## config.mk

```make
export PLATFORM = sky130hd
export DESIGN_NAME = mlp_weight_loader
export DESIGN_NICKNAME = d
export VERILOG_FILES = /design/src/rtl/mlp_weight_loader.sv
export SDC_FILE = /design/constraint.sdc
export NUM_CORES = 1
export LEC_CHECK = 0
export BUFFER_PORTS_ARGS = -buffer_cell sky130_fd_sc_hd__buf_2
export CAP_MARGIN = 20
export CORE_MARGIN = 1
export CORE_UTILIZATION = 44
export DETAILED_ROUTE_END_ITERATION = 7
export HOLD_SLACK_MARGIN = 0.02
export PLACE_DENSITY = 0.78
export SKIP_LAST_GASP = 1
export SYNTH_ARGS = -nofsm -noshare
export SYNTH_HDL_FRONTEND = slang
export SYNTH_SLANG_ARGS = --single-unit
```

## constraint.sdc

```tcl
create_clock -name clk -period 2.4 [get_ports clk]
set_clock_uncertainty 0.1 [all_clocks]
set_input_delay 0.36 -clock clk [delete_from_list [all_inputs] [get_ports clk]]
set_output_delay 0.36 -clock clk [all_outputs]
set_load 0.01 [all_outputs]
```

## src/rtl/mlp_weight_loader.sv

```systemverilog
// Load stage: on run_ld, streams N_WORDS BRAM words into the layer register file and raises fin_ld.
// Optional feature macro: MLP_LD_CHECKSUM_EN adds the ld_checksum output (sum of all written words).
module mlp_weight_loader #(
    parameter int DATA_W  = 16,
    parameter int ADDR_W  = 10,
    parameter int N_WORDS = 64
) (
    input  logic              clk,
    input  logic              reset,
    input  logic              run_ld,
    input  logic              internal_enable,
    output logic              mem_en,
    output logic [ADDR_W-1:0] mem_addr,
    input  logic [DATA_W-1:0] mem_rdata,
    output logic              wr_en,
    output logic [ADDR_W-1:0] wr_addr,
    output logic [DATA_W-1:0] wr_data,
    output logic              fin_ld,
    output logic              busy
`ifdef MLP_LD_CHECKSUM_EN
    ,
    output logic [DATA_W-1:0] ld_checksum
`endif
);

    typedef enum logic [1:0] {
        IDLE  = 2'd0,
        READ  = 2'd1,
        DRAIN = 2'd2,
        DONE  = 2'd3
    } state_t;

    localparam logic [ADDR_W-1:0] LAST_ADDR = ADDR_W'(N_WORDS - 1);

    state_t            state_q, state_d;
    logic [ADDR_W-1:0] cnt_q, cnt_d;
    logic              fin_d;
    logic              start;
    logic              valid_q;
    logic [ADDR_W-1:0] addr_q;

    // NOTE: every signal driven here gets a default first, so no path leaves it unassigned (no latches).
    always_comb begin
        state_d = state_q;
        cnt_d   = cnt_q;
        fin_d   = fin_ld;
        mem_en  = 1'b0;
        start   = 1'b0;
        case (state_q)
            IDLE: begin
                if (run_ld && internal_enable) begin
                    state_d = READ;
                    cnt_d   = '0;
                    start   = 1'b1;
                end
            end
            READ: begin
                // Gating with run_ld keeps an abort from issuing one more read.
                if (!run_ld) begin
                    state_d = IDLE;
                    cnt_d   = '0;
                end else begin
                    mem_en = internal_enable;
                    if (internal_enable) begin
                        if (cnt_q == LAST_ADDR) begin
                            state_d = DRAIN;
                            cnt_d   = '0;
                        end else begin
                            cnt_d = cnt_q + 1'b1;
                        end
                    end
                end
            end
            DRAIN: begin
                if (!run_ld) begin
                    state_d = IDLE;
                end else begin
                    state_d = DONE;
                    fin_d   = 1'b1;
                end
            end
            DONE: begin
                if (!run_ld) begin
                    state_d = IDLE;
                    fin_d   = 1'b0;
                end
            end
            default: begin
                state_d = IDLE;
                cnt_d   = '0;
                fin_d   = 1'b0;
            end
        endcase
    end

    // NOTE: sequential state uses non-blocking assignments so all registers update from pre-edge values.
    always_ff @(posedge clk) begin
        if (reset) begin
            state_q <= IDLE;
            cnt_q   <= '0;
            fin_ld  <= 1'b0;
            valid_q <= 1'b0;
            addr_q  <= '0;
        end else begin
            state_q <= state_d;
            cnt_q   <= cnt_d;
            fin_ld  <= fin_d;
            valid_q <= mem_en;
            addr_q  <= mem_addr;
        end
    end

    // Counter is cleared on the last issue, so mem_addr never reaches N_WORDS.
    assign mem_addr = cnt_q;
    assign busy     = (state_q == READ) || (state_q == DRAIN);
    assign wr_en    = valid_q;
    assign wr_addr  = addr_q;
    assign wr_data  = valid_q ? mem_rdata : '0;

`ifdef MLP_LD_CHECKSUM_EN
    always_ff @(posedge clk) begin
        if (reset || start) begin
            ld_checksum <= '0;
        end else if (wr_en) begin
            ld_checksum <= ld_checksum + wr_data;
        end
    end
`endif

endmodule
```

==> impl_results.md, run 1 <==
- Hold crit path type: primary input to register
- Post-Syn Area: around 1100 sq um
- I/O pins: 60
- R2R cell count: 6
- Vias/cell: 5.25
- WL final: 2590 um
- RSZ-0062 raised after global routing: no
- Period utilization: 91.6%
- Core area: 2450 sq um
- Cell row count: 18
- Nets@finish: 212
- Syn nets: 152
- Vias in the first global route: just under 1000
- Overall power: roughly 0.96 mW
- H-tree Lvls: 1
- Final core utilization: around 61%
- Yosys top cell area share: 42.2%
- Initial antenna violation count: 0
- Maximum fanout along the worst path: 11
- Mean post-synth cell area: roughly 9.0 sq um
- Status: completed
- CP bufs+invs: 1
- Crit-path leading delay family: simple AND/OR/NAND/NOR gates
- Final setup violating endpoints: 0
- Final setup margin: 202 ps
- Switching power: roughly 0.28 mW
- Gpl congestion: 0.825
- Synth Instances: approximately 130
- Sequential area share after synthesis: 42.2%
- Pre-antenna DRT Iters: 4
- Detail Route Antenna Nets: 0
- Max-Cap Viols: 0
- Initial Utilization: between 40% and 50%
- Global-route wire length before repair: roughly 4000 um
- Placement-stage cell area: 1450 sq um
- Post-synth EDFFs: 0
- Synth warn: 0
- Worst Hold Path Cells: 2
- CTS tree: built
- Req. time, crit path: 2570 ps
- Post-CTS Repair Setup Buffers: 0
- DR DRC count: 0
- WL/cell: 12.0 um
- Sequential Power Share: 45.2%
- Hold-fix buffers at CTS: 0
- CTS max path bufs: 2
- Pwr dens: between 600 and 700 nW/um^2
- Clock input transition at the sequential cells of the worst setup and hold paths: 130 ps
- Aggregate global routing overflow: 0
- Net Sw Frac: between 20% and 30%
- Die area: 2800 sq um
- Top cells by area in the synthesized netlist: dfxtp_1, and2_1, ha_1
- Largest net degree at the start of global routing: 19
- WP depth: 6
- Comb power frac: roughly a quarter
- VDD IR max: around 0.00040 V
- Sink Count: 24
- Dpl hpwl: 1970 um
- Max-slew violation count: 0
- Via count: 1129
- Worst skew pair latency: 320 ps
- Total CTS buffers: 3
- Slowest stage delay, CP: 560 ps
- Synth cell types: 30
- Peak Freq: between 400 and 500 MHz
- Setup total negative slack: 0 ps
- FFs w/ async S/R, synth: 0%
- Crit end category: register
- Count leader, synth: dfxtp_1
- Worst Hold Slack: 280 ps
- CTS Root Cell: clkbuf_4
- Fin cells: 215
- Worst Tran Pin Value: 568 ps
- CTS resizes: 0
- CP Data Arrival Time: 2360 ps
- DR iter-0 viols: 30
- Placed cell count: 211
- Synth cell count leaders: dfxtp_1, and2_1, nor2_1, nor2b_1, a21oi_1
- P_int: 0.680 mW
- Clock power share: 30.3%
- Leakage: 0.725 nW
- Worst slack, placed: 283 ps
- Area Overhead vs Synth: 31.8%
- Synth Register Bits: 24
- Vert. Die Dim: 52.9 um
- Yosys top cell by area: dfxtp_1
- Cell Chain, Critical Path: inv_1, ha_1, or2_1, a21o_1, or4_1, a21oi_1
- Crit-path slowest cell: or4_1
- IO buf count: 59
- Antenna fix cells: 0
- Crit path kind: register to register
- Die Wd: 52.9 um
- Layout cells sized above 1: 35.7%
- Worst setup SP type: register
- Final instance area: about 1500 sq um
- Final Hold Fails: 0
- Minimum clock period: 2200 ps
- Total track usage: 19.9%
- Max_slew headroom: 61.1%
- Predominant post-synthesis flop cell: dfxtp_1
## cell type report
type	count	area (sq um)
fillers	231	952
repair buffers	59	295
flip-flops and latches	24	480
well taps	30	37.5
clock buffers	3	22.5
multi-input cells	91	611
clock inverters	1	30.0
inverters	7	26.3
## power by group through the flow
stage | Combinational, mW | Sequential [mW] | Clock, mW
CTS | 0.234 | 0.436 | 0.299
finish | 0.236 | 0.436 | 0.292
floorplan | 0.172 | 0.444 | 0
global placement | 0.224 | 0.442 | 0
global route | 0.264 | 0.439 | 0.320
detailed placement | 0.234 | 0.444 | 0
## sequential cells by signal, indices dropped and copies added (netlist names)
name	count
mem_addr	10
wr_addr	10
state_q	2
fin_ld	1
wr_en	1
## cells in the final DEF (no fill, tap or decap), drive strengths merged, types with 3 or more instances in the layout
cell	instances
a21oi	9
and2	16
buf	59
clkbuf	3
dfxtp	24
ha	6
inv	7
nand2	4
nand3	3
nor2	10
nor2b	10
o31ai	5
or4	6
xnor2	4
## worst paths after layout
kind | start | slack (ps) | endpoint
setup / recovery | state_q[0]$_SDFFE_PP0P_ | 200 | mem_addr[7]$_SDFFE_PP0P_
hold / removal | reset | 280 | wr_addr[8]$_SDFF_PP0_
setup reg to reg | state_q[0]$_SDFFE_PP0P_ | 200 | mem_addr[7]$_SDFFE_PP0P_
hold reg to reg | fin_ld$_SDFFE_PP0P_ | 410 | fin_ld$_SDFFE_PP0P_
## metal layers
metal / up-vias / routed length (um) / share of wire, % / global-route usage (%)
li1: 556 / - / - / -
met1: 509 / 1020 / 39 / 21.5
met2: 59 / 1260 / 49 / 36.7
met3: 5 / 265 / 10 / 3.16
met4: 0 / 38 / 1.5 / 10.1
met5: - / 0 / 0 / 0
## cells by family after synthesis
logic type / after synthesis / synth area share, %
xor gates and xnor gates: 4 / 3.07
muxes: 1 / 0.988
AOI/OAI and AO/OA: 25 / 14.9
DFF: 24 / 42.2
adders and majority gates: 6 / 6.59
buffers and inverters: 11 / 4.28
and+or+nand+nor: 55 / 28.0
Note: power is estimated with default switching activity, not from simulation.
==> inputs of run 2 (changes only) <==
- CORE_UTILIZATION: 44 -> 46
- CTS_BUF_LIST: not set -> sky130_fd_sc_hd__clkbuf_4 sky130_fd_sc_hd__clkbuf_8
- PLACE_DENSITY: 0.78 -> 0.81
==> run 2 against run 1 <==
Clock-buffer cell count is 1 higher. Design area is 1.2% lower. Critical path type unchanged. Hold slack hardly changed. Sequential cell count stayed put. Core utilization is 4.0 points higher. Non-clock buffer count stayed put. First-iteration DRC count is 13% lower. Maximum frequency is 0.25% lower. Sequential power hardly changed.
==> impl_results.md, run 2 (synthesized netlist as in run 1, its figures left out) <==
- Final setup violating endpoints: 0 (unchanged)
- Cell Chain, Critical Path: inv_1, ha_1, or2_1, a2111oi_0, xnor2_1, nor2_1
- DR iter-0 viols: 26 (-13%)
- Cell row count: 17 (-1)
- H-tree Lvls: 1 (unchanged)
- Status: completed
- Total CTS buffers: 3 (unchanged)
- Worst Hold Slack: 280 ps (+0.109 ps)
- Crit end category: register
- P_int: 0.604 mW (-11%)
- Max-Cap Viols: 0 (unchanged)
- Global-route wire length before repair: 4020 um (-1.9%)
- CTS resizes: 0 (unchanged)
- Die area: 2680 sq um (-4.2%)
- Sink Count: 24 (unchanged)
- Setup total negative slack: 0 ps (unchanged)
- Initial antenna violation count: 0 (unchanged)
- Initial Utilization: 50.1% (+3.7 points)
- Sequential Power Share: 49.1% (+3.9 points)
- Nets@finish: 212 (unchanged)
- CTS max path bufs: 2 (unchanged)
- Layout cells sized above 1: 35.7% (unchanged)
- Peak Freq: 454 MHz (-0.25%)
- Vert. Die Dim: 51.8 um (-2.1%)
- VDD IR max: 0.000626 V (+56%)
- Worst skew pair latency: 320 ps (about the same)
- Hold-fix buffers at CTS: 0 (unchanged)
- Total track usage: 20.1% (+0.27 points)
- Dpl hpwl: 2050 um (+3.7%)
- DR DRC count: 0 (unchanged)
- Crit path kind: register to register
- Clock input transition at the sequential cells of the worst setup and hold paths: 130 ps (about the same)
- CP Data Arrival Time: 2310 ps (-50 ps)
- WL/cell: 12.2 um (+1.2%)
- Worst Tran Pin Value: 751 ps (+183 ps)
- Vias/cell: 5.34 (+1.7%)
- Aggregate global routing overflow: 0 (unchanged)
- Gpl congestion: 0.862 (+4.5%)
- WL final: 2600 um (+0.23%)
- Vias in the first global route: 980 (+0.31%)
- Area Overhead vs Synth: 30.2%
- Req. time, crit path: 2510 ps (-60 ps)
- Pwr dens: 598 nW/um^2 (-6.7%)
- Commonest non-fill, non-tap cell in the layout: buf_2
- Final Hold Fails: 0 (unchanged)
- Pre-antenna DRT Iters: 4 (unchanged)
- Most frequent cells in the layout: buf_2, dfxtp_1, and2_1
- Hold crit path type: primary input to register
- Core area: 2280 sq um (-7.3%)
- Max-slew violation count: 0 (unchanged)
- Die Wd: 51.8 um (-2.1%)
- RSZ-0062 raised after global routing: no
- Crit-path slowest cell: a2111oi_0
- Switching power: 0.284 mW (+0.22%)
- Slowest stage delay, CP: 730 ps (+170 ps)
- Period utilization: 91.8% (+0.23 points)
- Post-CTS Repair Setup Buffers: 0 (unchanged)
- Comb power frac: 26.7% (+2.2 points)
- Via count: 1138 (+0.80%)
- Max_slew headroom: 48.6% (-13 points)
- Worst setup SP type: register
- Clock power share: 24.1% (-6.2 points)
- IO buf count: 59 (unchanged)
- Maximum fanout along the worst path: 6 (-5)
- CTS Root Cell: clkbuf_4
- Detail Route Antenna Nets: 0 (unchanged)
- CTS tree: built
- Net Sw Frac: 31.9% (+2.6 points)
- Leakage: 0.719 nW (-0.96%)
- Antenna fix cells: 0 (unchanged)
- Minimum clock period: 2200 ps (+5.48 ps)
- Largest net degree at the start of global routing: 19 (unchanged)
- I/O pins: 60 (unchanged)
-- run 2: per-stage QoR --
stage	power, mW	utilization, %	setup slack, ps	cell area (sq um)	std cells
2_1_floorplan	0.616	-	338	1140	126
5_1_grt	0.930	65.2	94.6	1480	213
4_1_cts	0.891	65.2	235	1480	213
3_3_place_gp	0.668	63.6	360	1450	209
3_5_place_dp	0.681	63.6	261	1450	209
6_report	0.888	65.2	196	1480	213
-- run 2: path summary, 6_finish.rpt --
kind	startpoint	end	cells after the start	slack, ps
setup / recovery	state_q[0]$_SDFFE_PP0P_	mem_addr[4]$_SDFFE_PP0P_	6	200
hold / removal	reset	wr_addr[3]$_SDFF_PP0_	2	280
setup reg to reg	state_q[0]$_SDFFE_PP0P_	mem_addr[4]$_SDFFE_PP0P_	6	200
hold reg to reg	fin_ld$_SDFFE_PP0P_	fin_ld$_SDFFE_PP0P_	2	410
-- run 2: metal layers --
layer,track usage (%),up-vias,routed length [um],part of all wire (%)
li1,-,558,-,-
met1,21.5,519,1030,40
met2,39.2,56,1310,51
met3,2.63,5,213,8.2
met4,8.11,0,38,1.5
met5,0,-,0,0
-- run 2: critical path, delay by kind of cell (launching register included) --
| kind | cells | cell delay, ps |
|---|---|---|
| buf+inv | 1 | 100 |
| compound gates | 1 | 730 |
| simple gates | 2 | 340 |
| flops | 1 | 390 |
| fa+ha+maj | 1 | 230 |
| xor+xnor | 1 | 200 |
-- run 2: power groups by stage --
stage | Combinational (mW) | Sequential, mW | Clock [mW]
2_1_floorplan | 0.172 | 0.444 | 0
3_3_place_gp | 0.226 | 0.442 | 0
3_5_place_dp | 0.235 | 0.446 | 0
4_1_cts | 0.238 | 0.436 | 0.217
5_1_grt | 0.265 | 0.438 | 0.227
6_report | 0.237 | 0.436 | 0.214
-- run 2: cell type report --
cell class | instances | area, sq um
Fill cell | 200 | 792
Multi-Input combinational cell | 91 | 611
Sequential cell | 24 | 480
Timing Repair Buffer | 59 | 295
Clock buffer | 4 | 36.3
Tap cell | 28 | 35.0
Inverter | 7 | 26.3
